**src/rtl/mem_access_unit.sv**
```systemverilog
// rtl/mem_access_unit.sv - load/store unit bridging the EX stage to a single-beat ack-based memory bus
//
// Ports:
//   clk, rst         : clock, asynchronous active-low reset
//   mem_en           : EX memory request, held until done or an error pulse
//   mem_write        : 1 = store, 0 = load
//   mem_size         : 0 byte, 1 half, 2/3 word
//   mem_sign_ext     : sign-extend loads when 1
//   mem_addr         : effective byte address
//   mem_wdata        : right-justified store data
//   flush            : pipeline flush, cancels the reported result
//   bus_*            : word-aligned bus request with byte enables, bus_ack/bus_rdata response
//   load_data        : extended load result, held until the next response
//   done             : one-cycle success pulse
//   stall_req        : holds the pipeline while a request is accepted or on the bus
//   addr_err_load/store, bus_err : one-cycle error pulses
//   bad_vaddr        : faulting address of the last misaligned access

module mem_access_unit #(
  parameter int unsigned BUS_TIMEOUT = 255
) (
  input  logic        clk,
  input  logic        rst,
  input  logic        mem_en,
  input  logic        mem_write,
  input  logic [1:0]  mem_size,
  input  logic        mem_sign_ext,
  input  logic [31:0] mem_addr,
  input  logic [31:0] mem_wdata,
  input  logic        flush,
  output logic        bus_req,
  output logic        bus_we,
  output logic [3:0]  bus_sel,
  output logic [31:0] bus_addr,
  output logic [31:0] bus_wdata,
  input  logic        bus_ack,
  input  logic [31:0] bus_rdata,
  output logic [31:0] load_data,
  output logic        done,
  output logic        stall_req,
  output logic        addr_err_load,
  output logic        addr_err_store,
  output logic        bus_err,
  output logic [31:0] bad_vaddr
);

  localparam int CNT_W = $clog2(BUS_TIMEOUT + 1);

  typedef enum logic [1:0] {IDLE, BUS, RESP, DRAIN} state_t;

  state_t           state;
  logic [CNT_W-1:0] wait_cnt;
  logic [1:0]       op_size;
  logic             op_sign;
  logic [1:0]       op_lane;
  logic             op_write;

  // Result kind chosen on entry to RESP; the pulse itself is gated by flush
  // in the RESP cycle so a late flush can still cancel it.
  logic             rsp_done;
  logic             rsp_ael;
  logic             rsp_aes;
  logic             rsp_berr;

  logic             is_byte;
  logic             is_half;
  logic             misaligned;
  logic [3:0]       sel_nxt;
  logic [31:0]      wdata_nxt;
  logic [7:0]       byte_v;
  logic [15:0]      half_v;
  logic [31:0]      rdata_ext;
  logic [CNT_W-1:0] cnt_inc;
  logic             timeout;

  assign is_byte    = (mem_size == 2'd0);
  assign is_half    = (mem_size == 2'd1);
  assign misaligned = (is_half && mem_addr[0]) ||
                      (!is_byte && !is_half && (mem_addr[1:0] != 2'b00));

  // Lane steering for the request; size 3 falls through to word.
  always_comb begin
    sel_nxt   = 4'b1111;
    wdata_nxt = mem_wdata;
    if (is_byte) begin
      sel_nxt   = 4'b0001 << mem_addr[1:0];
      wdata_nxt = {4{mem_wdata[7:0]}};
    end else if (is_half) begin
      sel_nxt   = 4'b0011 << mem_addr[1:0];
      wdata_nxt = {2{mem_wdata[15:0]}};
    end
  end

  // Little-endian lane extraction from the returned word.
  always_comb begin
    byte_v = bus_rdata[7:0];
    case (op_lane)
      2'd0:    byte_v = bus_rdata[7:0];
      2'd1:    byte_v = bus_rdata[15:8];
      2'd2:    byte_v = bus_rdata[23:16];
      default: byte_v = bus_rdata[31:24];
    endcase
    half_v = op_lane[1] ? bus_rdata[31:16] : bus_rdata[15:0];
    case (op_size)
      2'd0:    rdata_ext = {{24{op_sign & byte_v[7]}}, byte_v};
      2'd1:    rdata_ext = {{16{op_sign & half_v[15]}}, half_v};
      default: rdata_ext = bus_rdata;
    endcase
  end

  // Saturating wait counter; timeout fires on the cycle that would make
  // BUS_TIMEOUT unacknowledged cycles.
  assign cnt_inc = (wait_cnt == CNT_W'(BUS_TIMEOUT)) ? wait_cnt : wait_cnt + CNT_W'(1);
  assign timeout = (cnt_inc == CNT_W'(BUS_TIMEOUT));

  always_ff @(posedge clk or negedge rst) begin
    if (!rst) begin
      state     <= IDLE;
      wait_cnt  <= '0;
      op_size   <= 2'd0;
      op_sign   <= 1'b0;
      op_lane   <= 2'd0;
      op_write  <= 1'b0;
      rsp_done  <= 1'b0;
      rsp_ael   <= 1'b0;
      rsp_aes   <= 1'b0;
      rsp_berr  <= 1'b0;
      bus_req   <= 1'b0;
      bus_we    <= 1'b0;
      bus_sel   <= 4'd0;
      bus_addr  <= 32'd0;
      bus_wdata <= 32'd0;
      load_data <= 32'd0;
      bad_vaddr <= 32'd0;
    end else begin
      rsp_done <= 1'b0;
      rsp_ael  <= 1'b0;
      rsp_aes  <= 1'b0;
      rsp_berr <= 1'b0;
      case (state)
        IDLE: begin
          if (mem_en && !flush) begin
            op_size  <= mem_size;
            op_sign  <= mem_sign_ext;
            op_lane  <= mem_addr[1:0];
            op_write <= mem_write;
            if (misaligned) begin
              bad_vaddr <= mem_addr;
              rsp_ael   <= !mem_write;
              rsp_aes   <= mem_write;
              state     <= RESP;
            end else begin
              bus_req   <= 1'b1;
              bus_we    <= mem_write;
              bus_sel   <= sel_nxt;
              bus_addr  <= {mem_addr[31:2], 2'b00};
              bus_wdata <= wdata_nxt;
              wait_cnt  <= '0;
              state     <= BUS;
            end
          end
        end
        BUS: begin
          if (bus_ack) begin
            bus_req <= 1'b0;
            if (flush) begin
              state <= IDLE;
            end else begin
              load_data <= op_write ? 32'd0 : rdata_ext;
              rsp_done  <= 1'b1;
              state     <= RESP;
            end
          end else if (timeout) begin
            bus_req <= 1'b0;
            if (flush) begin
              state <= IDLE;
            end else begin
              rsp_berr <= 1'b1;
              state    <= RESP;
            end
          end else begin
            wait_cnt <= cnt_inc;
            // The bus cycle cannot be retracted; finish it silently.
            if (flush) state <= DRAIN;
          end
        end
        DRAIN: begin
          if (bus_ack || timeout) begin
            bus_req <= 1'b0;
            state   <= IDLE;
          end else begin
            wait_cnt <= cnt_inc;
          end
        end
        default: begin
          state <= IDLE;
        end
      endcase
    end
  end

  assign done           = (state == RESP) && rsp_done && !flush;
  assign addr_err_load  = (state == RESP) && rsp_ael  && !flush;
  assign addr_err_store = (state == RESP) && rsp_aes  && !flush;
  assign bus_err        = (state == RESP) && rsp_berr && !flush;

  // Gated by rst so a request held during reset does not stall the pipeline.
  assign stall_req = rst && ((state == BUS) || ((state == IDLE) && mem_en && !flush));

endmodule
```
**config.mk**
```make
export PLATFORM = sky130hd
export DESIGN_NAME = mem_access_unit
export DESIGN_NICKNAME = d
export VERILOG_FILES = /design/src/rtl/mem_access_unit.sv
export SDC_FILE = /design/constraint.sdc
export NUM_CORES = 1
export LEC_CHECK = 0
export BUFFER_PORTS_ARGS = -buffer_cell sky130_fd_sc_hd__buf_2
export CORE_ASPECT_RATIO = 0.7
export CORE_MARGIN = 4
export CORE_UTILIZATION = 25
export CTS_BUF_LIST = sky130_fd_sc_hd__clkbuf_2 sky130_fd_sc_hd__clkbuf_4 sky130_fd_sc_hd__clkbuf_8
export DETAILED_ROUTE_END_ITERATION = 6
export GPL_ROUTABILITY_DRIVEN = 0
export GPL_TIMING_DRIVEN = 0
export PLACE_DENSITY_LB_ADDON = 0.3
export SYNTH_ARGS = -nofsm -noshare
export SYNTH_HDL_FRONTEND = slang
export SYNTH_SLANG_ARGS = --single-unit
```
**constraint.sdc**
```tcl
create_clock -name clk -period 2.5 [get_ports clk]
set_input_delay 0.375 -clock clk [delete_from_list [all_inputs] [get_ports clk]]
set_output_delay 0.375 -clock clk [all_outputs]
set_load 0.02 [all_outputs]
```
# After elaboration in Yosys (flattened, before gate mapping)

Index checks and enable logic that the tools add are counted.

Bits in registers: 152
Logic and storage cells: 117

Add/subtract/negate cells: 1
Eq/ne operators: 17
Shifts and indexed selects: 2
Multiplexer cells: 41
Bitwise operators: 4
Reductions and logical operators: 35

Operators with widths:

| operator                                             | count |
|---|---|
| two-way mux 32 bit                                   | 3 |
| case mux 32 bit (2 select lines)                     | 1 |
| two-way mux 8 bit                                    | 6 |
| case mux 8 bit (3 select lines)                      | 2 |
| two-way mux 1 bit                                    | 17 |
| equality test 8 bit (second input constant)          | 2 |
| two-way mux 16 bit                                   | 1 |
| logical AND 1 bit                                    | 15 |
| two-way mux 2 bit                                    | 7 |
| != test 2 bit (second input constant)                | 6 |
| AND reduction 3 bit                                  | 4 |
| adder 8 x 1 -> 8 bit (second input constant)         | 1 |
| equality test 2 x 1 -> 1 bit (second input constant) | 4 |
| logical NOT 2 bit                                    | 4 |
| two-way mux 4 bit                                    | 2 |
| equality test 2 bit (second input constant)          | 3 |
| case mux 2 bit (3 select lines)                      | 1 |
| AND reduction 6 bit                                  | 1 |
| AND reduction 5 bit                                  | 1 |
| logical NOT 1 bit                                    | 4 |
| != test 4 bit (second input constant)                | 1 |
| left shift 1 x 2 -> 4 bit (first input constant)     | 1 |
| left shift 2 x 2 -> 4 bit (first input constant)     | 1 |
| logical OR 1 bit                                     | 3 |
| other kinds (7)                                      | 9 |

# Depth between registers and ports, before layout

Gate-level depths: netlist of the first run.

Depth after elaboration: 8
Gate-level depth with buffers: 9

# Least setup slack after synthesis of the first run

OpenSTA, ideal clock, no wires.

Kind: register -> register
Start: register wait_cnt[0]
End: register wait_cnt[0]
Setup time: 0.079 ns
Arrival: 2.009 ns
Setup slack: 0.411 ns
Cell stages (with the launch flop): 8
Path buffers: 0
Cell sequence: dfrtp_1 -> ha_1 -> and3_1 -> a32oi_1 -> nor2_1 -> a311oi_4 -> mux2_2 -> mux2i_1

Cells in the longest elaborated chain, start to end: 6

RTL lines:

| element                                                            | RTL line | RTL |
|---|---|---|
| start: declaration                                                 | 52       | `logic [CNT_W-1:0] wait_cnt;` |
| start signal: assignment                                           | 182      | `wait_cnt <= cnt_inc;` |
| start signal: assignment                                           | 192      | `wait_cnt <= cnt_inc;` |
| adder 8 x 1 -> 8 bit / equality test 8 bit (equally long branches) | 113      | `assign cnt_inc = (wait_cnt == CNT_W'(BUS_TIMEOUT)) ? wait_cnt : wait_cnt + CNT_W'(1);` |
| two-way mux 8 bit (*)                                              | 113      |  |
| equality test 8 bit                                                | 114      | `assign timeout = (cnt_inc == CNT_W'(BUS_TIMEOUT));` |
| logical OR 1 bit                                                   | 188      | `if (bus_ack \|\| timeout) begin` |
| != test 2 bit (no line)                                            | -        |  |
| AND reduction 6 bit (no line)                                      | -        |  |

Every way passes the cells marked *; elsewhere a longest branch is shown, timed or not. The select of a mux whose other input is x is not followed.
A chain may end at the register's enable or synchronous reset.

# Final worst setup path of the first run

Start: register state[1]
End: output port stall_req

Cells in the longest elaborated chain, start to end: 5

RTL lines:

| element                         | RTL line | RTL |
|---|---|---|
| start: declaration              | 51       | `state_t state;` |
| start signal: assignment        | 118      | `state <= IDLE;` |
| start signal: assignment        | 151      | `state <= RESP;` |
| start signal: assignment        | 159      | `state <= BUS;` |
| logical NOT 2 bit               | 208      | `assign stall_req = rst && ((state == BUS) \|\| ((state == IDLE) && mem_en && !flush));` |
| logical AND 1 bit (2 in series) | 208      |  |
| logical OR 1 bit (*)            | 208      |  |
| logical AND 1 bit (*)           | 208      |  |
| end: declaration                | 40       | `output logic stall_req,` |

Every way passes the cells marked *; elsewhere a longest branch is shown, timed or not.

==> reports/summary.txt, run 1 <==
==========================================================================================
Number of distinct library cells after synthesis                                        48
Clock edge transition at the registers on the reported setup and hold paths         100 ps
Area Overhead vs Synth                                                               31.0%
Number of buffers on the longest clock path                                              2
Drt first-iter violations                                                              258
Run status                                                                    finished clean
Max Clock Skew                                                                     20.3 ps
Rel. slew slack                                                                      0.395
Count of fill cells added during filler insertion                                     2871
Critical path class                                                           flip-flop to output pin
Area of combinational cells with multiple inputs                                  2920 um2
Power after layout                                                                 9.25 mW
Die Footprint                                                                    30700 um2
Cells after synthesis                                                                  709
Buffer cell driving the clock tree root                                       sky130_fd_sc_hd__clkbuf_8
Initial antenna violation count                                                          1
Dominant cell by count in the synthesized netlist                             sky130_fd_sc_hd__nand2_1
Power density normalized to cell area                                          1010 nW/um2
Total number of yosys warnings                                                           0
Commonest register cell after synthesis                                       sky130_fd_sc_hd__dfrtp_1
I/O pin total                                                                          244
CTS H-tree depth                                                                         4
Final critical path time including I/O delays and setup                            2360 ps
Total congestion overflow after global routing                                           0
I/O Buffers                                                                            239
Flip-flop and latch area                                                          3800 um2
Later-pin clock latency in the skew report                                          460 ps
Max Freq                                                                           424 MHz
Slew Limit Fails                                                                         0
Per-cell via count in the routed design                                               4.57
TritonCTS Buffers                                                                       17
Slew at the pin with the worst max-slew slack                                       904 ps
Overall die height                                                                  148 um
CP max FO                                                                               10
Arrival time of the worst setup path                                               1990 ps
Worst slack at placement                                                           -282 ps
Vias in the first global route                                                        6224
P_sw                                                                               3.69 mW
Slowest cell on the critical path                                             sky130_fd_sc_hd__dfrtp_1
Leakage                                                                            4.67 nW
Number of hold-slack violations in the final timing report                               0
Number of enable-type register cells in the synthesized netlist                          0
Final design instance area without fill                                           9140 um2
Maximum ir drop on the vdd rail                                                   0.414 mV
Sink Count                                                                             152
Remaining DRCs                                                                           0
Share of synthesized flip-flops with an asynchronous set or reset                     1.00
Rows                                                                                    50
Share of post-route cells with drive strength above 1                                0.348
Sw Ratio                                                                             0.399
Slowest cell delay on critical path                                                 400 ps
Maximum capacitance violations                                                           0
Die Wd                                                                              208 um
Core Footprint                                                                   27100 um2
Sequential area share after synthesis                                                0.545
Worst setup slack for register-to-register paths                                    180 ps
Most area-consuming cells after synthesis                                     sky130_fd_sc_hd__dfrtp_1, sky130_fd_sc_hd__nand2_1, sky130_fd_sc_hd__mux2_2
Combinational share of power                                                         0.373
Element type at the critical path start                                          flip-flop
Total via count in the routed design                                                  6171
Mean area per synthesized cell                                                    9.84 um2
Clock network fraction of design power                                               0.230
Starting density of the core                                                         0.258
Wire length of the first global-routing pass                                      36700 um
Routed Antenna Nets                                                                      0
Internal power component                                                           5.55 mW
Final nets                                                                            1082
Required time of the critical path                                                 2120 ps
Wire length after detailed routing                                                23600 um
Post-Synthesis Cell Area                                                          6980 um2
Total Routing Usage GR                                                               0.152
Yosys top cell area share                                                            0.545
WL per Instance                                                                    17.5 um
Half-perimeter wire length after placement                                        17700 um
Clock tree from TritonCTS                                                             done
Post-placement cell area                                                          8670 um2
Minimum setup slack in the final design                                             140 ps
Post-route core utilization                                                          0.338
Top cell type by total area after synthesis                                   sky130_fd_sc_hd__dfrtp_1
Register bit total from synthesis                                                      152
Kind of end point of the critical path                                          output pin
Number of optimization iterations in the first detailed-route pass                       4
Leading post-synthesis cells by instance count                                sky130_fd_sc_hd__nand2_1, sky130_fd_sc_hd__dfrtp_1, sky130_fd_sc_hd__nor2_1
Setup violators final                                                                    0
Worst min-delay path category                                                 input pin to flip-flop
Period Utilization, post-route                                                       0.944
Largest net degree at the start of global routing                                       78
Ordered list of cells on the worst path                                       nor2_1 > and3_1 > clkbuf_2 > o21a_1 > buf_2
Flop pwr share                                                                       0.397
==========================================================================================
-- worst max-delay path, delay by kind of cell (launching register included) --
kind	cells	cell delay, ps
AOI/OAI and AO/OA	1	160
buffers and inverters	2	390
and+or+nand+nor	2	560
DFF	1	400
-- cell usage in the layout, fill, tap and decap left out, types with 3 or more instances in the layout --
master / count
sky130_fd_sc_hd__bufinv_16: 4
sky130_fd_sc_hd__o2bb2ai_1: 6
sky130_fd_sc_hd__nand2b_1: 7
sky130_fd_sc_hd__buf_2: 245
sky130_fd_sc_hd__clkinvlp_4: 4
sky130_fd_sc_hd__o41ai_1: 8
sky130_fd_sc_hd__nand3_1: 7
sky130_fd_sc_hd__inv_6: 3
sky130_fd_sc_hd__o21ai_1: 6
sky130_fd_sc_hd__a31oi_1: 4
sky130_fd_sc_hd__mux2i_1: 35
sky130_fd_sc_hd__clkbuf_1: 31
sky130_fd_sc_hd__clkbuf_2: 3
sky130_fd_sc_hd__and2_1: 5
sky130_fd_sc_hd__mux2_2: 44
sky130_fd_sc_hd__buf_6: 3
sky130_fd_sc_hd__inv_1: 8
sky130_fd_sc_hd__clkbuf_8: 17
sky130_fd_sc_hd__ha_1: 5
sky130_fd_sc_hd__nor2_1: 44
sky130_fd_sc_hd__nor3_1: 3
sky130_fd_sc_hd__buf_4: 6
sky130_fd_sc_hd__and3_1: 6
sky130_fd_sc_hd__nand2_1: 206
sky130_fd_sc_hd__dfrtp_1: 152
sky130_fd_sc_hd__o21ai_0: 44
sky130_fd_sc_hd__nor2b_1: 3
sky130_fd_sc_hd__a21oi_1: 31
sky130_fd_sc_hd__o31ai_1: 7
-- layer usage --
layer,track usage,up-vias,wire (um)
met1,0.207,3001,10800
met4,0.0354,0,248
met5,0,-,0
met3,0.0579,12,2030
met2,0.232,221,10500
li1,-,2937,-
-- flip-flops by register name, summed over array words and instances, names as in the netlist --
name and count:
bus_we 1, rsp_ael 1, op_size 2, op_sign 1
state 2, wait_cnt 8, rsp_berr 1, bus_req 1
load_data 32, rsp_done 1, rsp_aes 1, bus_sel 4
op_write 1, bad_vaddr 32, bus_wdata 32, bus_addr 30
op_lane 2
-- power groups by stage --
stage,clock network [mW],registers (mW),logic [mW]
after floorplan,0,4.61,1.18
after global placement,0,3.70,3.47
after detailed placement,0,3.71,3.50
after CTS,2.21,3.68,3.50
after global routing,2.31,3.77,3.77
final,2.12,3.67,3.45
-- path summary, 6_finish.rpt --
path	startpoint	endpoint	cells past startpoint
worst max-delay path	state[1]$_DFFE_PN0P_	stall_req	5
worst min-delay path	mem_addr[13]	bus_addr[13]$_DFFE_PN0P_	3
worst max register to register	wait_cnt[0]$_DFFE_PN0P_	wait_cnt[0]$_DFFE_PN0P_	8
worst min register to register	bus_sel[1]$_DFFE_PN0P_	bus_sel[1]$_DFFE_PN0P_	2
max in group asynchronous	rst	bus_wdata[3]$_DFFE_PN0P_	3
min in group asynchronous	rst	bad_vaddr[26]$_DFFE_PN0P_	2
-- metrics by stage --
| step | hold slack [ps] | cells | setup TNS (ps) |
|---|---|---|---|
| floorplan | 79.4 | 710 | 0 |
| global placement | 449 | 1313 | -229200 |
| detailed placement | 405 | 1314 | -10010 |
| CTS | 57.8 | 1346 | 0 |
| global route | 63.1 | 1349 | -19.1 |
| finish | 113 | 1349 | 0 |
-- kinds of logic (layout without fill, tap and decap cells) --
| kind of cell | after synthesis | after routing | share of synthesized area |
|---|---|---|---|
| compound gates | 123 | 123 | 0.110 |
| xor+xnor | 1 | 1 | 0.00126 |
| fa+ha+maj | 5 | 5 | 0.00896 |
| buf+inv | 57 | 331 | 0.0373 |
| flops | 152 | 152 | 0.545 |
| mux | 81 | 81 | 0.128 |
| other cells | 1 | 3 | 0.000537 |
| simple gates | 289 | 289 | 0.169 |
-- repair_timing --
action | in CTS | in global routing
pin swaps | 0 | 1
cloned | 0 | 0
gates resized for setup | 2 | 3
buffers inserted | 0 | 2
hold buffers | 1 | 0
setup endpoints to repair | 21 | 34
hold endpoints to repair | 75 | 0
-- layout make-up --
class / instances / share of cell area
clock inverter: 13 / 0.0212
multi-input combinational: 501 / 0.320
clock buffer: 18 / 0.0264
tap: 364 / 0.0498
timing repair buffer: 243 / 0.138
inverter: 8 / 0.00328
sequential: 152 / 0.416
buffer: 49 / 0.0256
antenna: 1 / 0.000274
(Power assumes the default switching activity.)
==> run 2, diff against run 1 <==
Settings changed: ABC_AREA from default to 1, PLACE_DENSITY_LB_ADDON 0.3 to default.
==> run 2 against run 1 <==
  * Global-route usage grew 0.39 points
  * Cell area shrank 2.4%
  * Synthesized cell count grew 11%
  * Sequential power grew 14%
  * Sequential share of layout area grew 1.0 points
  * Clock skew shrank 6.0 ps
  * Wire length shrank 1.1%
  * Register-to-register slack gained 220 ps
  * Via count grew 1.7%
  * Largest cell class unchanged
==> reports/summary.txt, run 2 <==
==========================================================================================
Run status                                                                    finished clean
Register bit total from synthesis                                                      152   unchanged
Most area-consuming cells after synthesis                                     sky130_fd_sc_hd__dfrtp_1, sky130_fd_sc_hd__nand2_1, sky130_fd_sc_hd__o21ai_0
Core Footprint                                                                   26800 um2   -1.2%
RR Startpoint                                                                 state[0]$_DFFE_PN0P_
Area Overhead vs Synth                                                               30.8%
Final nets                                                                            1156   +6.8%
Slowest cell delay on critical path                                                 560 ps   +160 ps
Die Footprint                                                                    30000 um2   -2.2%
WL per Instance                                                                    16.4 um   -6.3%
Element type at the critical path start                                          input pin
Half-perimeter wire length after placement                                        17900 um   +1.1%
Commonest register cell after synthesis                                       sky130_fd_sc_hd__dfrtp_1
Leakage                                                                            4.67 nW   about the same
Remaining DRCs                                                                           0   unchanged
Cells after synthesis                                                                  784   +11%
Rows                                                                                    50   unchanged
I/O Buffers                                                                            240   +0.42%
Max Clock Skew                                                                     14.3 ps   -6.03 ps
Buffer cell driving the clock tree root                                       sky130_fd_sc_hd__clkbuf_8
TritonCTS Buffers                                                                       17   unchanged
Number of optimization iterations in the first detailed-route pass                       4   unchanged
Overall die height                                                                  146 um   -1.1%
Leading post-synthesis cells by instance count                                sky130_fd_sc_hd__nand2_1, sky130_fd_sc_hd__dfrtp_1, sky130_fd_sc_hd__o21ai_0
Number of buffers on the longest clock path                                              2   unchanged
Post-CTS Setup Bufs                                                                      0   unchanged
Yosys top cell area share                                                            0.558   +0.0129
Post-Synthesis Cell Area                                                          6820 um2   -2.3%
Drt first-iter violations                                                              307   +19%
I/O pin total                                                                          244   unchanged
Critical path class                                                           input pin to output pin
Worst setup slack for register-to-register paths                                    400 ps   +220 ps
Total via count in the routed design                                                  6276   +1.7%
Largest net degree at the start of global routing                                       95   +22%
Die Wd                                                                              205 um   -1.1%
Kind of end point of the critical path                                          output pin
Clock edge transition at the registers on the reported setup and hold paths          80 ps   -20 ps
Vias in the first global route                                                        6431   +3.3%
Start point of the critical path                                                       rst
Finished Layout Cells                                                                 1424   +5.6%
Slew Limit Fails                                                                         0   unchanged
Post-route core utilization                                                          0.333   -0.00437
Setup violators final                                                                    0   unchanged
Clock tree from TritonCTS                                                             done
Starting density of the core                                                         0.255   -0.00302
Maximum ir drop on the vdd rail                                                   0.604 mV   +46%
Count of hold buffers inserted by post-cts repair                                        1   unchanged
CP max FO                                                                               60   +50
Power after layout                                                                 10.8 mW   +17%
CTS H-tree depth                                                                         4   unchanged
Per-cell via count in the routed design                                               4.41   -3.7%
Share of post-route cells with drive strength above 1                                0.302   -0.0454
CP endpoint                                                                      stall_req
Ordered list of cells on the worst path                                       dlygate4sd3_1 > buf_8 > a21boi_0 > buf_2
Maximum capacitance violations                                                           0   unchanged
Slowest cell on the critical path                                             sky130_fd_sc_hd__dlygate4sd3_1
Post-cts sizing count                                                                    0   -2
Max Freq                                                                           466 MHz   +10%
Later-pin clock latency in the skew report                                          460 ps   about the same
Routed Antenna Nets                                                                      0   unchanged
Post-route worst hold slack                                                        91.0 ps   -22.3 ps
Share of synthesized flip-flops with an asynchronous set or reset                     1.00   unchanged
Mean area per synthesized cell                                                    8.70 um2   -12%
Sequential area share after synthesis                                                0.558   +0.0129
Top cell type by total area after synthesis                                   sky130_fd_sc_hd__dfrtp_1
Unrepaired setup endpoints after global routing                                         no
Capture instance of the worst register-to-register path                       bus_wdata[30]$_DFFE_PN0P_
Dominant cell by count in the synthesized netlist                             sky130_fd_sc_hd__nand2_1
Required time of the critical path                                                 2120 ps   about the same
Initial antenna violation count                                                          3   +2
Total number of yosys warnings                                                           0   unchanged
Most common cell after layout, fill and taps aside                            sky130_fd_sc_hd__nand2_1
Total congestion overflow after global routing                                           0   unchanged
Sink Count                                                                             152   unchanged
Total Routing Usage GR                                                               0.156   +0.00394
Number of hold-slack violations in the final timing report                               0   unchanged
Count of fill cells added during filler insertion                                     2900   +1.0%
Rel. slew slack                                                                      0.480   +0.0850
Wire length after detailed routing                                                23300 um   -1.1%
Arrival time of the worst setup path                                               1770 ps   -220 ps
Slew at the pin with the worst max-slew slack                                       777 ps   -127 ps
Registers with the most flip-flops                                            bad_vaddr (32), bus_wdata (32), load_data (32)
Power density normalized to cell area                                          1210 nW/um2   +20%
Worst min-delay path category                                                 input pin to flip-flop
Wire length of the first global-routing pass                                      36800 um   about the same
Most frequent cells in the layout                                             sky130_fd_sc_hd__nand2_1, sky130_fd_sc_hd__buf_2, sky130_fd_sc_hd__dfrtp_1
Cell count of the worst reg-to-reg path                                                  6   -2
Final critical path time including I/O delays and setup                            2150 ps   -215 ps
Period Utilization, post-route                                                       0.858   -0.0859
Number of enable-type register cells in the synthesized netlist                          0   unchanged
# placed instances                                                                    1390   +5.8%
Number of distinct library cells after synthesis                                        36   -25%
==========================================================================================
-- run 2: where the power goes --
| part | internal (mW) | switching, mW |
|---|---|---|
| Combinational | 1.56 | 3.16 |
| Clock | 0.894 | 1.04 |
| Sequential | 3.52 | 0.666 |
| Total | 5.97 | 4.86 |
-- run 2: worst max-delay path, delay by kind of cell --
kind,cells,cell delay (ps)
buf+inv,3,1130
compound gates,1,240
-- run 2: logic make-up after synthesis --
family                     count (synthesis)  synth area share
muxes                                      7            0.0103
DFF                                      152             0.558
buffers and inverters                    106            0.0672
other                                      1          0.000550
AOI/OAI and AO/OA                        180             0.151
xor gates and xnor gates                   1           0.00128
adders and majority gates                  5           0.00918
and+or+nand+nor                          332             0.203
-- run 2: routing by layer --
| metal | up-vias | track usage | part of all wire |
|---|---|---|---|
| li1 | 3084 | - | - |
| met1 | 2967 | 0.222 | 0.48 |
| met2 | 201 | 0.231 | 0.43 |
| met3 | 20 | 0.0535 | 0.081 |
| met4 | 4 | 0.0368 | 0.012 |
| met5 | - | 0 | 0.00090 |
-- run 2: layout make-up --
| cell class | instances | area [um2] | area share |
|---|---|---|---|
| flip-flops and latches | 152 | 3800 | 0.426 |
| multi-input cells | 527 | 2560 | 0.287 |
| repair buffers | 242 | 1250 | 0.140 |
| well taps | 364 | 455 | 0.0511 |
| clock buffers | 21 | 283 | 0.0317 |
| inverters | 67 | 251 | 0.0282 |
| plain buffers | 39 | 206 | 0.0231 |
| clock inverters | 11 | 110 | 0.0123 |
| diodes | 1 | 2.50 | 0.000281 |
-- run 2: metrics by stage --
stage | cell area, um2 | setup TNS, ps | setup slack [ps]
after CTS | 8920 | 0 | 284
final | 8920 | 0 | 354
after floorplan | 6820 | 0 | 874
after global routing | 8920 | 0 | 162
after global placement | 8480 | -216610 | -1530
after detailed placement | 8520 | 0 | 109
-- run 2: worst min-delay path by stage --
stage                             start                        to  cells past startpoint
6_report                      mem_write         rsp_ael$_DFF_PN0_                      2
2_1_floorplan                       rst  bad_vaddr[0]$_DFFE_PN0P_                      0
5_1_grt                         bus_ack        rsp_berr$_DFF_PN0_                      2
3_5_place_dp                        rst   wait_cnt[3]$_DFFE_PN0P_                      1
3_3_place_gp   bus_wdata[6]$_DFFE_PN0P_  bus_wdata[6]$_DFFE_PN0P_                      2
4_1_cts                         bus_ack        rsp_berr$_DFF_PN0_                      2
==> run 3, diff against run 2 <==
--- a/config.mk
+++ b/config.mk
@@ -11,3 +11,3 @@
 export CORE_MARGIN = 4
-export CORE_UTILIZATION = 25
+export CORE_UTILIZATION = 52
 export CTS_BUF_LIST = sky130_fd_sc_hd__clkbuf_2 sky130_fd_sc_hd__clkbuf_4 sky130_fd_sc_hd__clkbuf_8
@@ -16,2 +16,3 @@
 export GPL_TIMING_DRIVEN = 0
+export PLACE_DENSITY_LB_ADDON = 0.3
 export SYNTH_ARGS = -nofsm -noshare
--- a/constraint.sdc
+++ b/constraint.sdc
@@ -3,2 +3,2 @@
 set_output_delay 0.375 -clock clk [all_outputs]
-set_load 0.02 [all_outputs]
+set_load 0.01 [all_outputs]
==> run 3 against run 2 <==
  * Highest routed layer unchanged
  * Sequential share of layout area up 1.3 points
  * Global-route usage is 11 points higher
  * Cell area fell by 3.0%
  * Via count is 1.7% higher
  * Die area shrank 50%
  * Fmax decreased by 7.1%
  * Clock power down 5%
  * Largest cell class unchanged
  * Combinational power fell by 18%
  * Utilization is 35 points higher
  * Sequential power hardly changed
==> reports/summary.txt, run 3 (synthesis results as in run 2) <==
==========================================================================================
Per-cell via count in the routed design                                               5.23   +19%
Final design instance area without fill                                           8660 um2   -3.0%
Max Freq                                                                           433 MHz   -7.1%
Kind of end point of the critical path                                          output pin
Share of post-route cells with drive strength above 1                                0.302   unchanged
Count of fill cells added during filler insertion                                     1033   -64%
CP max FO                                                                               84   +40%
TritonCTS Buffers                                                                       17   unchanged
Vias in the first global route                                                        6256   -2.7%
Area of combinational cells with multiple inputs                                  2560 um2   unchanged
Number of hold-slack violations in the final timing report                               0   unchanged
Post-route worst hold slack                                                        97.1 ps   +6.12 ps
Ordered list of cells on the worst path                                       dlygate4sd3_1 > clkbuf_8 > a21boi_0 > buf_2
Capture instance of the worst register-to-register path                       bus_wdata[31]$_DFFE_PN0P_
Sink Count                                                                             152   unchanged
Delay-heaviest family, CP                                                     buffers and inverters
Maximum ir drop on the vdd rail                                                   0.612 mV   +1.3%
Remaining DRCs                                                                           0   unchanged
WHS Path Cells                                                                           2   unchanged
Slowest cell on the critical path                                             sky130_fd_sc_hd__clkbuf_8
Element type at the critical path start                                          input pin
Clock tree from TritonCTS                                                             done
Leakage                                                                            4.68 nW   +0.14%
Die Footprint                                                                    15000 um2   -50%
Slowest cell delay on critical path                                                 550 ps   about the same
Slew at the pin with the worst max-slew slack                                       680 ps   -97.0 ps
I/O pin total                                                                          244   unchanged
Rel. slew slack                                                                      0.547   +0.0666
Number of buffers on the longest clock path                                              2   unchanged
Combined buffer and inverter count along the critical path                               3   unchanged
Flip-flop and latch area                                                          3800 um2   unchanged
WL per Instance                                                                    16.1 um   -1.5%
Beginning of the worst hold path                                                 mem_write
Run status                                                                    finished clean
Most frequent cells in the layout                                             sky130_fd_sc_hd__nand2_1, sky130_fd_sc_hd__buf_2, sky130_fd_sc_hd__dfrtp_1
Half-perimeter wire length after placement                                        15000 um   -16%
RR Startpoint                                                                 state[0]$_DFFE_PN0P_
Max Clock Skew                                                                     19.3 ps   +5.00 ps
Hold worst-path end                                                           rsp_ael$_DFF_PN0_
Setup violators final                                                                    0   unchanged
Power density normalized to cell area                                          1140 nW/um2   -5.8%
Final nets                                                                            1156   unchanged
Wire length after detailed routing                                                19700 um   -16%
Routed Antenna Nets                                                                      0   unchanged
Cell count of the worst reg-to-reg path                                                  6   unchanged
Largest net degree at the start of global routing                                       85   -11%
CTS H-tree depth                                                                         4   unchanged
Registers with the most flip-flops                                            bad_vaddr (32), bus_wdata (32), load_data (32)
Area Overhead vs Synth                                                               27.0%
Unrepaired setup endpoints after global routing                                         no
Total via count in the routed design                                                  6384   +1.7%
Worst setup slack for register-to-register paths                                    590 ps   +190 ps
Total congestion overflow after global routing                                           0   unchanged
Post-placement cell area                                                          8260 um2   -3.0%
Start point of the critical path                                                       rst
Initial antenna violation count                                                          1   -2
Later-pin clock latency in the skew report                                          450 ps   about the same
Required time of the critical path                                                 2120 ps   about the same
Core Footprint                                                                   12600 um2   -53%
Clock edge transition at the registers on the reported setup and hold paths          80 ps   about the same
Arrival time of the worst setup path                                               1940 ps   +170 ps
Rows                                                                                    34   -32%
Drt first-iter violations                                                              362   +18%
Critical path class                                                           input pin to output pin
Worst min-delay path category                                                 input pin to flip-flop
Overall die height                                                                  104 um   -29%
Number of optimization iterations in the first detailed-route pass                       7   +3
Most common cell after layout, fill and taps aside                            sky130_fd_sc_hd__nand2_1
Period Utilization, post-route                                                       0.924   +0.0660
Maximum capacitance violations                                                           0   unchanged
Die Wd                                                                              145 um   -29%
Buffer cell driving the clock tree root                                       sky130_fd_sc_hd__clkbuf_8
Starting density of the core                                                         0.540   +0.285
Final critical path time including I/O delays and setup                            2310 ps   +165 ps
Total Routing Usage GR                                                               0.263   +0.107
Wire length of the first global-routing pass                                      31600 um   -14%
I/O Buffers                                                                            240   unchanged
Slew Limit Fails                                                                         0   unchanged
Antenna diode instance count                                                             0   -1
==========================================================================================
run 3: worst reg2reg max path, delay by kind of cell, from the launching register on:
family          cells  cell delay [ps]
compound gates      1              180
flops               1              450
simple gates        4              750
buf+inv             1              450
run 3: final cells by class:
cell class,count,area share
Sequential cell,152,0.439
Multi-Input combinational cell,527,0.296
Timing Repair Buffer,242,0.144
Inverter,67,0.0291
Clock buffer,17,0.0270
Buffer,39,0.0239
Tap cell,162,0.0234
Clock inverter,15,0.0173
run 3: routing by layer:
metal	wire length [um]	vias to the layer above	track usage
li1	-	3088	-
met1	8680	3006	0.372
met2	9070	261	0.398
met3	1660	27	0.0705
met4	289	2	0.0799
met5	13	-	0
run 3: timing repair:
action	4_1_cts	5_1_grt
endpoints found under the setup margin	0	1
hold buffers	1	0
hold endpoints to repair	2	0
buffers inserted	0	0
resized for setup	0	1
run 3: worst max-delay path by stage:
stage	end	cells past startpoint
final	stall_req	4
after detailed placement	bus_addr[11]$_DFFE_PN0P_	8
after CTS	stall_req	4
after global routing	stall_req	4
after global placement	stall_req	3
after floorplan	state[1]$_DFFE_PN0P_	15
run 3: metrics by stage:
step	setup slack (ps)	std cells	util	setup TNS (ps)	total power [mW]
5_1_grt	1.63	1221	0.685	0	10.6
3_5_place_dp	452	1188	0.654	0	8.12
3_3_place_gp	-1260	1187	0.651	-173310	7.98
2_1_floorplan	874	785	-	0	6.32
4_1_cts	99.1	1221	0.685	0	9.96
6_report	190	1221	0.685	0	9.90
run 3: power by group:
| group | switching (mW) | internal [mW] |
|---|---|---|
| sequential | 0.659 | 3.52 |
| combinational | 2.34 | 1.55 |
| clock | 1.08 | 0.754 |
